## src/rtl/decoder_pkg.sv

```systemverilog
// Shared types and helpers for the strobe decoder family: FSM state,
// command mode encoding and the idle (inactive) level of the strobe lines.
package decoder_pkg;

   typedef enum logic [1:0] {
      IDLE  = 2'd0,
      PULSE = 2'd1,
      HOLD  = 2'd2
   } state_t;

   localparam logic MODE_HOLD  = 1'b0;
   localparam logic MODE_PULSE = 1'b1;

   // Idle level of a strobe bus: all-ones for active-low lines, else all-zeros.
   // Returned at full 64-bit width; callers truncate to their line count.
   function automatic logic [63:0] inactive_level(input logic active_low,
                                                  input int unsigned width);
      logic [63:0] level;
      level = '0;
      if (active_low) begin
         for (int i = 0; i < 64; i++) begin
            if (i < int'(width)) begin
               level[i] = 1'b1;
            end
         end
      end
      return level;
   endfunction

endpackage

```

## src/rtl/decoder_onehot.sv

```systemverilog
// Purely combinational SEL_W -> 2**SEL_W one-hot decoder (active-high).
module decoder_onehot
   import decoder_pkg::*;
#(
   parameter int SEL_W = 4
) (
   input  logic [SEL_W-1:0]      sel,
   output logic [2**SEL_W-1:0]   lines
);

   always_comb begin
      lines      = '0;
      lines[sel] = 1'b1;
   end

endmodule

```

## src/rtl/decoder_strobe_seq.sv

```systemverilog
// Registered 1-of-2**SEL_W strobe decoder with valid/ready command handshake,
// timed-pulse and latched-hold modes, and selectable output polarity.
module decoder_strobe_seq
   import decoder_pkg::*;
#(
   parameter int SEL_W      = 4,
   parameter bit ACTIVE_LOW = 1'b1,
   parameter int CNT_W      = 8
) (
   input  logic                  clk_in,
   input  logic                  rst_n_in,
   input  logic                  en_n_in,
   input  logic                  valid_in,
   output logic                  ready_out,
   input  logic [SEL_W-1:0]      sel_in,
   input  logic                  mode_in,
   input  logic [CNT_W-1:0]      width_in,
   input  logic                  release_in,
   output logic [2**SEL_W-1:0]   y_out,
   output logic                  busy_out
);

   localparam int LINES = 2**SEL_W;
   localparam logic [LINES-1:0] INACTIVE = LINES'(inactive_level(ACTIVE_LOW, LINES));

   state_t             state;
   state_t             next_state;
   logic [CNT_W-1:0]   count;
   logic               accept;
   logic [LINES-1:0]   decoded;
   logic [LINES-1:0]   strobe;

   decoder_onehot #(
      .SEL_W (SEL_W)
   ) u_onehot (
      .sel   (sel_in),
      .lines (decoded)
   );

   assign strobe = ACTIVE_LOW ? ~decoded : decoded;

   always_ff @(posedge clk_in or negedge rst_n_in) begin
      if (!rst_n_in) begin
         state <= IDLE;
      end else begin
         state <= next_state;
      end
   end

   // A disable always wins; in HOLD a fresh accept takes priority over release.
   always_comb begin
      next_state = state;
      if (en_n_in) begin
         next_state = IDLE;
      end else begin
         case (state)
            IDLE, HOLD: begin
               if (accept) begin
                  next_state = (mode_in == MODE_PULSE) ? PULSE : HOLD;
               end else if ((state == HOLD) && release_in) begin
                  next_state = IDLE;
               end
            end
            PULSE: begin
               if (count == '0) begin
                  next_state = IDLE;
               end
            end
            default: next_state = IDLE;
         endcase
      end
   end

   always_comb begin
      ready_out = ~en_n_in & ((state == IDLE) || (state == HOLD));
      accept    = valid_in & ready_out;
      busy_out  = (state != IDLE);
   end

   // Loaded with max(width,1)-1 so the line stays up for exactly width cycles.
   always_ff @(posedge clk_in or negedge rst_n_in) begin
      if (!rst_n_in) begin
         count <= '0;
      end else if (en_n_in) begin
         count <= '0;
      end else if (accept) begin
         if ((mode_in == MODE_PULSE) && (width_in != '0)) begin
            count <= width_in - CNT_W'(1);
         end else begin
            count <= '0;
         end
      end else if ((state == PULSE) && (count != '0)) begin
         count <= count - CNT_W'(1);
      end
   end

   // Switching lines is a single register update, so no overlap and no gap.
   always_ff @(posedge clk_in or negedge rst_n_in) begin
      if (!rst_n_in) begin
         y_out <= INACTIVE;
      end else if (next_state == IDLE) begin
         y_out <= INACTIVE;
      end else if (accept) begin
         y_out <= strobe;
      end
   end

endmodule

```

## config.mk

```make
export PLATFORM = sky130hd
export DESIGN_NAME = decoder_strobe_seq
export DESIGN_NICKNAME = d
export VERILOG_FILES = /design/src/rtl/decoder_pkg.sv /design/src/rtl/decoder_onehot.sv /design/src/rtl/decoder_strobe_seq.sv
export SDC_FILE = /design/constraint.sdc
export NUM_CORES = 1
export LEC_CHECK = 0
export CAP_MARGIN = 40
export CORE_ASPECT_RATIO = 0.8
export CORE_UTILIZATION = 45
export DETAILED_ROUTE_END_ITERATION = 10
export HOLD_SLACK_MARGIN = 0.03
export MAX_ROUTING_LAYER = met4
export PLACE_DENSITY = 0.67
export REMOVE_ABC_BUFFERS = 1
export SLEW_MARGIN = 10
export SYNTH_ARGS = -nofsm -noshare
export SYNTH_HDL_FRONTEND = slang
export SYNTH_HIERARCHICAL = 1
export SYNTH_SLANG_ARGS = --single-unit
```

## constraint.sdc

```tcl
create_clock -name clk_in -period 2.3 [get_ports clk_in]
set_input_delay 0.23 -clock clk_in [delete_from_list [all_inputs] [get_ports clk_in]]
set_output_delay 0.23 -clock clk_in [all_outputs]
set_load 0.05 [all_outputs]
```

==> run_results.csv, run 1 <==
group,metric,value,unit
drt,vias,1673,
yosys,synth.mux.area_fraction,1.123,%
power_and_ir_drop,irDropWorstVdd,416.2,uV
layout,area_growth,29.12,%
setup_path,path_cells,"inv_1, ha_1, or3b_1, o31ai_4, a221oi_2, buf_4, o221ai_1",
clocking,cts_tree,"built",
drt,avgRoutedWirePerCell,17.15,um
setup_path,crit_path_max_incr_delay,0.43,ns
timing,setup_violations,0,
clocking,clock-sinks,26,
layout,stdcell_area,2302,sq um
yosys,synth_cell_types,55,
min_path,hp-class,"in2async",
timing,fin_crit,2.125,ns
global_route,grt_max_degree,33,
floorplanning,die_h,58.30,um
layout,final_core_util,60.53,%
clocking,htreeDepth,1,
floorplanning,dieArea,4219,sq um
drt,drtPass1Iterations,4,
setup_path,start_kind,"register",
yosys,yosysWarningCount,6,
setup_path,r2r_start,"count[0]",
placed_design,numPortBuffers,35,
floorplanning,start_util,46.88,%
yosys,synthXorXnorAreaFrac,0.9825,%
timing,slew_violations,0,
clocking,clk_pin_slew,0.09,ns
power_and_ir_drop,p_per_area,490.9,nW/um^2
layout,fillCellCount,333,
power_and_ir_drop,p_leak,0.0009608,uW
clocking,post_cts_buffers,0,
setup_path,crit_fanout,12,
setup_path,reg2reg_depth,7,
placed_design,place_area,2257,sq um
yosys,synth_simple_gate_area_share,29.33,%
outcome,status,"complete, no violations",
global_route,grt_antenna_before_repair,0,
drt,via_per_inst,6.062,
timing,skew,0.005266,ns
drt,initialDrtViolationCount,167,
floorplanning,rows,20,
drt,drt-total-wl,4733,um
layout,layout_common_cells,"34 x clkdlybuf4s50_1, 19 x nand2_1, 18 x buf_4, 16 x o221ai_1, 16 x dfstp_2",
yosys,synthCells,179,
floorplanning,fp.dieW,72.38,um
setup_path,worstPathArrival,2.31,ns
yosys,synth_top_area_cell,"dfstp_2",
layout,diodes,0,
flow_run,drv_cap,0,
layout,layout-drive-gt1-share,22.17,%
timing,finalHoldViolCount,0,
yosys,synth-edff-count,0,
yosys,syn_avg_cell_area,9.961,sq um
clocking,cts_resized,0,
clocking,postCtsHoldBufs,0,
setup_path,crit_slowest_cell,"or3b_1",
clocking,cts-root-buf,"clkbuf_8",
drt,drt.antenna.violating_nets,0,
clocking,clk-insertion-delay-late,0.27,ns
timing,fmax,0.4706,GHz
setup_path,reg2reg_to,"y_out[1]",
placed_design,dp_hpwl,3524,um
placed_design,place_congestion,0.9205,
setup_path,cp_top_family,"compound AO/OA/AOI/OAI gates",
clocking,clockBufferDepth,2,
clocking,cts_buffers,3,
setup_path,cp.depth,7,
setup_path,crit_start,"count[0]",
floorplanning,core_area,3804,sq um
floorplanning,io_pins,36,
global_route,grt_first_pass_wirelength,7948,um
timing,worst_pin_slew,0.6940,ns
setup_path,critPathRequiredTime,2.49,ns
layout,nNetsFinal,243,
setup_path,crit_type,"reg2reg",
layout,layout_commonest_cell,"clkdlybuf4s50_1",
timing,rsz0062_at_grt,"false",
yosys,async_reset_ff_share,100.0,%
setup_path,crit_path_end_kind,"register",
timing,finalCritPeriodShare,92.40,%
setup_path,cp-endpoint,"y_out[1]",
setup_path,crit_buf_inv,2,
yosys,synth_top_family_by_area,"simple AND/OR/NAND/NOR gates",
setup_path,r2r_setup_slack,0.17,ns
global_route,grt_usage,25.08,%
drt,drcViolationCount,0,
global_route,grt_remaining_overflow,0,
yosys,ys_seq_elements,26,
yosys,synth.top_cell.area_share,23.58,%
global_route,grt_pass1_vias,1595,
timing,slew_headroom,53.63,%
yosys,mappedNetlistArea,1783,sq um
yosys,synth_compound_area_share,23.44,%
yosys,ys_seq_area_share,37.61,%
yosys,synth_area_leaders,"dfstp_2 24%, dfrtp_1 14%, o221ai_1 7.9%, nand2_1 4.0%, nor4b_2 3.4%",
yosys,synth_top_flop_cell,"dfstp_2",
yosys,synth_fa_ha_area_share,2.105,%
-- worst min path at each step --
stage,end,startpoint,cells past startpoint
after CTS,state[0],rst_n_in,2
after global placement,y_out[1],y_out[1],2
after global routing,count[4],rst_n_in,2
after floorplan,count[0],rst_n_in,0
after detailed placement,y_out[11],y_out[11],2
final,state[1],rst_n_in,2
-- final cells by class --
type | instances | area, sq um | share of cell area [%]
timing repair buffer | 52 | 475.5 | 20.65
multi-input combinational | 132 | 1016 | 44.13
sequential | 26 | 670.6 | 29.13
tap | 55 | 68.82 | 2.989
clock buffer | 4 | 45.04 | 1.957
inverter | 7 | 26.28 | 1.141
-- sequential cells by signal, summed over array words and instances, names as in the netlist --
| name | cells |
|---|---|
| y_out | 16 |
| state | 2 |
| count | 8 |
-- synthesized netlist by cell type, types with 5 or more instances --
| master | count |
|---|---|
| o21ai_0 | 5 |
| o221ai_1 | 16 |
| inv_1 | 7 |
| a211oi_1 | 5 |
| clkbuf_1 | 8 |
| nor3b_1 | 5 |
| nor2_1 | 5 |
| nor4_1 | 5 |
| nand2_1 | 19 |
| dfstp_2 | 16 |
| dfrtp_1 | 10 |
| and4b_1 | 5 |
-- cell families after synthesis --
group | count (synthesis)
AO/OA/AOI/OAI | 52
XOR/XNOR | 2
adder cells (fa/ha/maj) | 3
buffers and inverters | 21
flip-flops | 26
multiplexers | 2
AND/OR/NAND/NOR | 73
-- per-stage QoR --
| step | hold WS (ns) | total power (uW) | worst slack (ns) | cells | setup TNS (ns) |
|---|---|---|---|---|---|
| after floorplan | -0.06559 | 711.9 | 0.3084 | 165 | 0 |
| after global placement | 0.5063 | 860.0 | -0.06105 | 271 | -0.8134 |
| after detailed placement | 0.5079 | 866.4 | 0.07079 | 272 | 0 |
| after CTS | 0.3178 | 1139 | 0.1358 | 276 | 0 |
| after global routing | 0.3432 | 1189 | 0.03964 | 276 | 0 |
| final | 0.3247 | 1130 | 0.1749 | 276 | 0 |
-- metal layers --
metal | part of all wire (%) | vias to the layer above | GRT usage, %
met1 | 49 | 812 | 36.81
li1 | - | 801 | -
met3 | 4.0 | 4 | 3.767
met4 | 0.57 | 0 | 5.322
met5 | 0 | - | -
met2 | 46 | 56 | 36.85
-- power breakdown --
group          total (uW)  switching [uW]  leakage, uW  internal, uW
Combinational         352             208     0.000634           144
Clock                 266             142    0.0000228           124
Sequential            512            24.0     0.000304           488
(Power assumes the default switching activity.)
==> inputs of run 2 (changes only) <==
--- a/config.mk
+++ b/config.mk
@@ -7,11 +7,11 @@
 export LEC_CHECK = 0
 export CAP_MARGIN = 40
 export CORE_ASPECT_RATIO = 0.8
-export CORE_UTILIZATION = 45
+export CORE_UTILIZATION = 30
 export DETAILED_ROUTE_END_ITERATION = 10
 export HOLD_SLACK_MARGIN = 0.03
 export MAX_ROUTING_LAYER = met4
-export PLACE_DENSITY = 0.67
+export PLACE_DENSITY = 0.47
 export REMOVE_ABC_BUFFERS = 1
 export SLEW_MARGIN = 10
 export SYNTH_ARGS = -nofsm -noshare
==> run 2 against run 1 <==
Net effect:
- combinational power grew 2%
- critical path type unchanged
- clock-buffer cell count decreased by 1
- largest cell class unchanged
- total power is 9.7% higher
- maximum frequency shrank 0.29%
- via count shrank 1.5%
- clock power grew 39%
- sequential cell count unchanged
- global-route usage fell by 7.9 points
- sequential power is essentially flat
- hold slack got worse by 0.0014 ns
- clock skew is 0.0030 ns lower
==> run_results.csv, run 2 (synthesis results as in run 1) <==
group,metric,value,unit
outcome,status,"complete, no violations",
drt,vias,1648,
clocking,htreeDepth,1,
timing,slew_violations,0,
drt,initialDrtViolationCount,73,
floorplanning,io_pins,36,
clocking,clk_pin_slew,0.09,ns
drt,drt-total-wl,4838,um
clocking,cts_tree,"built",
layout,top_register,"y_out",
floorplanning,die_h,70.96,um
clocking,post_cts_buffers,0,
layout,multiInputGateArea,1016,sq um
timing,worst_pin_slew,0.6424,ns
timing,rsz0062_at_grt,"false",
layout,reg_top3,"y_out: 16 flops, count: 8 flops, state: 2 flops",
placed_design,dp_hpwl,3682,um
global_route,grt_first_pass_wirelength,8190,um
clocking,clockBufferDepth,2,
power_and_ir_drop,finalPower,1239,uW
layout,layout-drive-gt1-share,23.32,%
timing,worst_slack,0.1687,ns
timing,setup_violations,0,
placed_design,place_inst,297,
drt,top_layer,"met4",
global_route,grt_max_degree,27,
timing,finalHoldViolCount,0,
power_and_ir_drop,p_per_area,522.5,nW/um^2
layout,nNetsFinal,245,
setup_path,cp_top_family,"compound AO/OA/AOI/OAI gates",
timing,skew,0.002277,ns
min_path,hp-class,"in2async",
layout,fin_cells,301,
clocking,clk-insertion-delay-late,0.26,ns
floorplanning,core_area,5585,sq um
global_route,grt_antenna_before_repair,0,
timing,fin_crit,2.131,ns
placed_design,place_congestion,0.8463,
setup_path,crit_path_max_incr_delay,0.42,ns
setup_path,crit_slowest_cell,"or3b_1",
setup_path,crit_fanout,4,
clocking,cts-root-buf,"clkbuf_8",
setup_path,path_cells,"inv_1, ha_1, or3b_1, buf_4, o31a_1, xnor2_1, a211oi_1",
timing,setup_tns,0,ns
drt,drtPass1Iterations,4,
setup_path,start_kind,"register",
layout,diodes,0,
global_route,grt_pass1_vias,1618,
global_route,grt_usage,17.19,%
layout,area_growth,33.05,%
power_and_ir_drop,irDropWorstVdd,261.0,uV
drt,via_per_inst,5.475,
layout,layout_commonest_cell,"clkdlybuf4s50_1",
drt,met2RoutedLength,2103,um
floorplanning,rows,24,
power_and_ir_drop,p_leak,0.0009828,uW
layout,fillCellCount,553,
floorplanning,start_util,31.92,%
setup_path,crit_path_end_kind,"register",
floorplanning,fp.dieW,88.19,um
clocking,cts_buffers,3,
setup_path,critPathRequiredTime,2.46,ns
global_route,grt_remaining_overflow,0,
setup_path,crit_type,"reg2reg",
layout,layout_common_cells,"34 x clkdlybuf4s50_1, 20 x buf_4, 19 x nand2_1, 16 x o221ai_1, 16 x dfstp_2",
floorplanning,dieArea,6258,sq um
timing,slew_headroom,57.08,%
flow_run,drv_cap,0,
timing,hold_ws,0.3233,ns
drt,avgRoutedWirePerCell,16.07,um
placed_design,numPortBuffers,35,
drt,drt.antenna.violating_nets,0,
timing,finalCritPeriodShare,92.67,%
clocking,postCtsHoldBufs,0,
layout,largest_register_ffs,16,
timing,fmax,0.4692,GHz
placed_design,place_ws,0.05694,ns
clocking,cts_resized,0,
drt,wl_met3,182,um
drt,drcViolationCount,0,
setup_path,worstPathArrival,2.30,ns
setup_path,crit_buf_inv,2,
drt,drt-met1-wl,2539,um
layout,register_area,670.6,sq um
clocking,clock-sinks,26,
## run 2: area by class of cell
cell class | count | share of cell area, %
flip-flops and latches | 26 | 28.27
well taps | 78 | 4.114
clock buffers | 3 | 1.741
multi-input cells | 132 | 42.83
inverters | 7 | 1.108
repair buffers | 54 | 20.68
clock inverters | 1 | 1.266
## run 2: worst paths after layout
kind / startpoint / endpoint / slack [ns] / cells past startpoint
max: count[1] / count[0] / 0.17 / 7
min in group clk_in: y_out[10] / y_out[10] / 0.53 / 2
min: rst_n_in / count[4] / 0.32 / 2
max reg2reg: count[1] / count[0] / 0.17 / 7
min reg2reg: y_out[10] / y_out[10] / 0.53 / 2
max in group asynchronous: rst_n_in / y_out[5] / 1.67 / 2
## run 2: layer usage
layer / global-route usage [%] / vias up
li1: - / 803
met1: 26.00 / 815
met2: 24.70 / 28
met3: 3.267 / 2
met4: 1.075 / 0
met5: - / -
## run 2: report_power, final
part           switching, uW  internal [uW]
clock network            137            233
logic                    209            150
registers               22.3            488
## run 2: stage by stage
| step | utilization, % | instance area (sq um) |
|---|---|---|
| CTS | 42.47 | 2372 |
| global placement | 41.06 | 2293 |
| finish | 42.47 | 2372 |
| global route | 42.47 | 2372 |
| detailed placement | 41.20 | 2301 |
| floorplan | - | 1713 |
==> edit, RTL diff (settings of run 1) <==
`SEL_W` is set to 4 in 2 places; all go to 3.
--- a/src/rtl/decoder_onehot.sv
+++ b/src/rtl/decoder_onehot.sv
@@ -2,7 +2,7 @@
 module decoder_onehot
    import decoder_pkg::*;
 #(
-   parameter int SEL_W = 4
+   parameter int SEL_W = 3
 ) (
    input  logic [SEL_W-1:0]      sel,
    output logic [2**SEL_W-1:0]   lines
--- a/src/rtl/decoder_strobe_seq.sv
+++ b/src/rtl/decoder_strobe_seq.sv
@@ -3,7 +3,7 @@
 module decoder_strobe_seq
    import decoder_pkg::*;
 #(
-   parameter int SEL_W      = 4,
+   parameter int SEL_W      = 3,
    parameter bit ACTIVE_LOW = 1'b1,
    parameter int CNT_W      = 8
 ) (
Interface: changed (resized sel_in and y_out); port bits go from 36 to 27. The function was not compared with the original's and may differ.
==> edit against run 1 <==
Sequential power down 27%. Final area decreased by 33%. First-iteration DRC count decreased by 61%. Area after synthesis down 31%. Combinational power decreased by 16%. Die area shrank 30%. Synthesized cell count down 27%. Wire length down 37%. Power fell by 27%. Largest cell class unchanged. Non-clock buffer count fell by 23. Utilization increased by 0.68 points. Worst setup slack better by 0.13 ns. Sequential cell count decreased by 8.
==> edit: results (changes against run 1) <==
timing:
  slew_headroom_pct: 44.69  # -8.9 points
  skew_ns: 0.01198  # +0.006714 ns
synth:
  ys_seq_area_share_pct: 37.28  # -0.33 points
  synth_fa_ha_area_share_pct: 3.040  # +0.93 points
  synth_commonest_cells: "nand2_1 (14), inv_1 (11), dfrtp_1 (10)"
  yosys-top-cells-area: "dfrtp_1 (20%), dfstp_2 (17%), o211ai_1 (4.9%)"
  synth_cell_types: 46  # -16%
  synth_mux_area_share_pct: 0.8105  # -0.31 points
pwr:
  total_leakage_power_nw: 0.6628  # -31%
setup_path:
  cp_slowest_cell: "o41a_4"
  crit_path_max_incr_delay_ns: 0.53  # +0.10 ns
  crit_family: "compound AO/OA/AOI/OAI gates"
  cp.arrival_ns: 2.17  # -0.14 ns
route:
  viasPerCell: 5.954  # -1.8%
  wirelength_um: 3005  # -37%
  first_iter_violations: 65  # -61%
global_route:
  grtUsageTotal_pct: 22.95  # -2.1 points
  grt_pass1_wl_um: 4968  # -37%
  grt_max_degree: 19  # -42%
finish:
  fill_cells: 233  # -30%
  largestRegisters: "count (8), y_out (8), state (2)"
  layout-drive-gt1-share_pct: 19.62  # -2.6 points
placed_design:
  hpwl_um: 2313  # -34%
  placed_area_um2: 1521  # -33%
  portBuffers: 26  # -26%
run_status:
  status: "finished clean"
clocking:
  cts-root-buf: "clkbuf_4"
==> edit: worst paths after layout <==
check,start,end,slack (ns),cells past startpoint
worst max register to register,count[2]$_DFFE_PN0P_,count[4]$_DFFE_PN0P_,0.30,5
max in group asynchronous,rst_n_in,count[1]$_DFFE_PN0P_,1.38,1
worst min-delay path,rst_n_in,state[0]$_DFF_PN0_,0.40,1
worst max-delay path,count[2]$_DFFE_PN0P_,count[4]$_DFFE_PN0P_,0.30,5
min in group clk_in,y_out[0]$_DFFE_PN1P_,y_out[0]$_DFFE_PN1P_,0.50,2
worst min register to register,y_out[0]$_DFFE_PN1P_,y_out[0]$_DFFE_PN1P_,0.50,2
==> edit: final cells by class <==
| type | count | share of cell area [%] |
|---|---|---|
| clock buffers | 3 | 1.459 |
| inverters | 11 | 2.674 |
| repair buffers | 29 | 18.15 |
| flip-flops and latches | 18 | 29.82 |
| well taps | 36 | 2.917 |
| multi-input cells | 97 | 44.98 |
==> edit: power by group <==
part / switching (mW) / internal, mW
clock network: 0.0945 / 0.0609
logic: 0.169 / 0.127
registers: 0.0274 / 0.346
total: 0.291 / 0.534
==> edit: cells by family after synthesis <==
kind of cell    after synthesis
flops                        18
buf+inv                      16
compound gates               37
xor+xnor                      5
fa+ha+maj                     3
simple gates                 51
mux                           1
==> edit: routing by layer <==
metal	vias to the layer above	share of wire [%]	GRT usage [%]
met5	-	0	-
met1	543	45	31.64
li1	543	-	-
met3	10	8.9	5.040
met4	0	1.3	4.545
met2	59	45	34.80
==> edit: through the flow <==
| stage | std cells | util (%) | setup slack [ns] | hold WS, ns | power (mW) |
|---|---|---|---|---|---|
| after floorplan | 126 | - | 0.05815 | -0.06559 | 0.5653 |
| after detailed placement | 191 | 60.32 | 0.2277 | 0.4936 | 0.6711 |
| after global routing | 194 | 61.21 | 0.2265 | 0.4717 | 0.8728 |
| after global placement | 191 | 60.32 | 0.2884 | 0.4897 | 0.6598 |
| final | 194 | 61.21 | 0.3034 | 0.3990 | 0.8254 |
| after CTS | 194 | 61.21 | 0.3216 | 0.4442 | 0.8306 |
